### src/rtl/sm_np.sv
// sm_np: parametrised N-state event-counting FSM with per-state output decode,
// wrap pulse and saturating wrap counter.
module sm_np #(
  parameter int N = 4,
  parameter logic [N-1:0] Y_MASK = N'(4'b1010),
  parameter bit EDGE_MODE = 1'b0,
  parameter int IDLE_FROM_LAST = 1,
  parameter int CW = 8,
  localparam int W = (N > 2) ? $clog2(N) : 1
) (
  input  logic          clk,
  input  logic          reset,
  input  logic          en,
  input  logic          clr,
  input  logic          dir,
  input  logic          x,
  output logic [W-1:0]  state,
  output logic          y,
  output logic          wrap,
  output logic [CW-1:0] wrap_cnt
);
  localparam int SW = 1 << W;
  localparam logic [W-1:0] LAST = W'(N - 1);
  localparam logic [W-1:0] IDLE = W'(IDLE_FROM_LAST);
  logic [SW-1:0] mask_ext;
  logic          x_q, evt, at_last, at_zero, bad;
  logic [W-1:0]  state_q, state_d;
  logic          wrap_q, wrap_d;
  logic [CW-1:0] cnt_q, cnt_d;
  assign mask_ext = SW'(Y_MASK);
  always_comb begin
    evt     = EDGE_MODE ? (x & ~x_q) : x;
    at_last = state_q == LAST;
    at_zero = state_q == '0;
    bad     = (N < SW) && (state_q > LAST);
    wrap_d  = !bad && evt && (dir ? at_zero : at_last);
    state_d = bad ? '0 :
              dir ? (evt ? (at_zero ? LAST : state_q - W'(1)) : state_q)
                  : (evt ? (at_last ? '0 : state_q + W'(1)) : (at_last ? IDLE : state_q));
    cnt_d   = (wrap_d && cnt_q != '1) ? cnt_q + CW'(1) : cnt_q;
  end
  always_ff @(posedge clk or negedge reset) begin
    if (!reset) begin
      x_q     <= 1'b0;
      state_q <= '0;
      wrap_q  <= 1'b0;
      cnt_q   <= '0;
    end else begin
      x_q <= x;
      if (clr) begin
        state_q <= '0;
        wrap_q  <= 1'b0;
        cnt_q   <= '0;
      end else if (en) begin
        state_q <= state_d;
        wrap_q  <= wrap_d;
        cnt_q   <= cnt_d;
      end else begin
        wrap_q  <= 1'b0;
      end
    end
  end
  assign state    = state_q;
  assign y        = mask_ext[state_q];
  assign wrap     = wrap_q;
  assign wrap_cnt = cnt_q;
endmodule
### config.mk
export PLATFORM = sky130hd
export DESIGN_NAME = sm_np
export DESIGN_NICKNAME = d
export VERILOG_FILES = /design/src/rtl/sm_np.sv
export SDC_FILE = /design/constraint.sdc
export NUM_CORES = 1
export LEC_CHECK = 0
export BUFFER_PORTS_ARGS = -buffer_cell sky130_fd_sc_hd__buf_2
export CAP_MARGIN = 25
export CORE_AREA = 2 2 39 41
export CTS_CLUSTER_DIAMETER = 150
export DETAILED_ROUTE_END_ITERATION = 16
export DIE_AREA = 0 0 41 43
export PLACE_DENSITY_LB_ADDON = 0.25
export SKIP_CTS_REPAIR_TIMING = 1
export SYNTH_ARGS = -nofsm -noshare
export SYNTH_HDL_FRONTEND = slang
export SYNTH_SLANG_ARGS = --single-unit
export TNS_END_PERCENT = 100
### constraint.sdc
create_clock -name clk -period 3.45 [get_ports clk]
set_input_delay 0.69 -clock clk [delete_from_list [all_inputs] [get_ports clk]]
set_output_delay 0.69 -clock clk [all_outputs]
set_load 0.01 [all_outputs]
==> flow_metrics.py <==
metrics = {
    "outcome": {
        "outcome": "complete, no violations",
    },
    "global_routing": {
        "overflow": 0,
        "grt_max_degree": 16,
        "grt_pass1_vias": 470,
        "grt_pass1_wl_mm": 2.11,
        "grt_antenna_before_repair": 0,
        "grt_util_all_layers": 0.181,
    },
    "worst_setup_path": {
        "r2r_slack_ns": 1.38,
        "cp.required_ns": 3.60,
        "cp-end-kind": "register",
        "cp_cell_sequence": "inv_1, ha_1, mux2i_1, or2_0, nor4_1, mux2_2",
        "r2r_end": "wrap_cnt[5]$_DFFE_PN0P_",
        "path_class": "reg -> reg",
        "critPathLaunchType": "register",
        "ff2ff_path_depth": 6,
        "reg2reg_from": "state[0]$_DFFE_PN0P_",
        "slowest_delay_ns": 0.43,
        "cp.arrival_ns": 2.22,
        "slowest_stage": "or2_0",
        "critPathMaxFanout": 15,
    },
    "routing": {
        "drtIter0Drc": 12,
        "drt_wl_total_mm": 1.30,
        "viasPerCell": 5.76,
        "vias": 593,
        "drcViolationCount": 0,
        "routedWlPerCell_um": 12.6,
        "ant_nets": 0,
        "dr.pass1.iters": 4,
    },
    "layout": {
        "fill_cells": 140,
        "final_cells": 103,
        "layout_commonest_cell": "buf_2",
        "fin_nets": 97,
        "layout_common_cells": "17 x buf_2, 11 x dfrtp_1, 6 x o21ai_0, 6 x a21oi_1",
        "drive_above_1_share": 0.241,
        "area_growth_pct": 17.3,
        "antennaDiodeCount": 0,
    },
    "floorplan": {
        "io_pins": 18,
        "die_h_um": 43,
        "rows": 14,
        "die_width_um": 41,
        "initial_utilization": 0.459,
        "dieArea_um2": 1760,
        "core_region_area_um2": 1380,
    },
    "timing": {
        "rsz0062_at_grt": "false",
        "skew_ns": 0.000332,
        "hold_viol": 0,
        "relSlewSlack": 0.517,
        "drv_slew": 0,
        "fmax_mhz": 484,
        "worst_slew_pin_slew_ns": 0.719,
        "final-setup-viol-count": 0,
        "tns_ns": 0,
        "timing.final.crit_period_ns": 2.07,
        "fin_crit_sh": 0.599,
    },
    "synthesis": {
        "yosysWarnings": 0,
        "netlist_area_um2": 636,
        "ys_ff_latch": 11,
        "ys_types": 28,
        "synth_cells": 70,
        "synth_fp_nets": 79,
        "syn_area_per_cell_um2": 9.08,
        "ys_seq_area_frac": 0.433,
    },
    "clock_tree": {
        "clkLatencyLatePin_ns": 0.27,
        "cts_root_buf": "clkbuf_4",
        "h-tree-depth": 1,
        "clock_path_buffers": 2,
        "cts_sinks": 11,
        "cts_tree": "done",
        "cts-buffers-inserted": 3,
        "clk_pin_slew_ns": 0.07,
    },
    "placement": {
        "hpwl_um": 932,
        "portBuffers": 17,
        "dp_cells": 99,
        "place_congestion": 0.761,
    },
    "job": {
        "timing.max_cap.violations": 0,
    },
    "pwr": {
        "power_w": 0.000250,
        "max-vdd-ir-drop_v": 0.000159,
        "p_leak_nw": 0.341,
        "powerDensity_nw_per_um2": 335,
    },
    "min_path": {
        "holdCritPathClass": "in -> async",
    },
}
## cell usage after synthesis
master / number / share of area
nand4_1: 1 / 0.0098
clkbuf_2: 1 / 0.0079
o31ai_1: 2 / 0.024
nor2b_1: 1 / 0.0098
a211oi_1: 2 / 0.024
mux2i_1: 1 / 0.016
mux2_2: 1 / 0.018
o21ai_0: 6 / 0.047
nand2_1: 4 / 0.024
nor4_1: 1 / 0.0098
a221oi_1: 1 / 0.014
buf_4: 1 / 0.012
nor2_1: 3 / 0.018
buf_2: 1 / 0.0079
nor3_1: 4 / 0.031
a21oi_1: 6 / 0.047
clkbuf_1: 1 / 0.0059
inv_1: 4 / 0.024
or3_1: 2 / 0.020
or4_1: 3 / 0.035
and2_1: 1 / 0.0098
dfrtp_1: 11 / 0.43
nand3_1: 4 / 0.031
ha_1: 3 / 0.059
and2b_1: 1 / 0.012
or3b_1: 1 / 0.014
o41ai_1: 2 / 0.028
or2_0: 1 / 0.0098
## registers in the layout, summed over array words and instances (netlist names)
register,count
wrap_cnt,8
state,2
wrap,1
## kinds of logic (layout without fill, tap and decap cells)
group / count (synthesis) / in the layout / share of synthesized area
simple gates: 27 / 27 / 0.234
buf+inv: 8 / 25 / 0.0571
fa+ha+maj: 3 / 3 / 0.0591
flops: 11 / 11 / 0.433
mux: 2 / 2 / 0.0335
compound gates: 19 / 19 / 0.183
## worst max-delay path: cells and delay by family, from the launching register on
kind | cells | cell delay (ns)
fa+ha+maj | 1 | 0.18
simple gates | 2 | 0.81
buf+inv | 1 | 0.10
flops | 1 | 0.40
mux | 2 | 0.46
## cell type report
class	instances	area [um2]	area share
clock buffers	4	26.3	0.0352
multi-input cells	51	324	0.435
inverters	4	15.0	0.0201
well taps	16	20.0	0.0268
flip-flops and latches	11	275	0.369
repair buffers	17	85.1	0.114
## through the flow
stage / worst slack [ns] / utilization / hold WS [ns] / instance area, um2
finish: 1.38 / 0.539 / 0.276 / 746
global route: 1.25 / 0.539 / 0.290 / 746
CTS: 1.37 / 0.539 / 0.278 / 746
detailed placement: 1.18 / 0.520 / 0.566 / 719
global placement: 1.24 / 0.520 / 0.552 / 719
floorplan: 1.59 / - / 0.394 / 636
## layer usage
| layer | global-route usage | share of wire | vias to the layer above | wire (um) |
|---|---|---|---|---|
| met4 | 0.140 | 0.023 | 0 | 30 |
| met1 | 0.251 | 0.44 | 277 | 571 |
| met5 | 0 | 0 | - | 0 |
| li1 | - | - | 291 | - |
| met3 | 0.0314 | 0.055 | 4 | 71 |
| met2 | 0.238 | 0.48 | 21 | 625 |
## power by group
part           switching (W)  total [W]  internal [W]  leakage, nW
logic              0.0000175  0.0000279     0.0000104        0.174
clock network      0.0000432  0.0000879     0.0000448       0.0150
registers         0.00000234   0.000134      0.000132        0.152
total              0.0000631   0.000250      0.000187        0.341
## worst max path at each step
stage                              start  slack [ns]                       to
floorplan                            dir        1.59  wrap_cnt[5]$_DFFE_PN0P_
global placement                     dir        1.24  wrap_cnt[5]$_DFFE_PN0P_
detailed placement                   dir        1.18  wrap_cnt[5]$_DFFE_PN0P_
CTS                 state[0]$_DFFE_PN0P_        1.37  wrap_cnt[5]$_DFFE_PN0P_
global route        state[0]$_DFFE_PN0P_        1.25  wrap_cnt[5]$_DFFE_PN0P_
finish              state[0]$_DFFE_PN0P_        1.38  wrap_cnt[5]$_DFFE_PN0P_
Power figures use the tool's default switching activity.
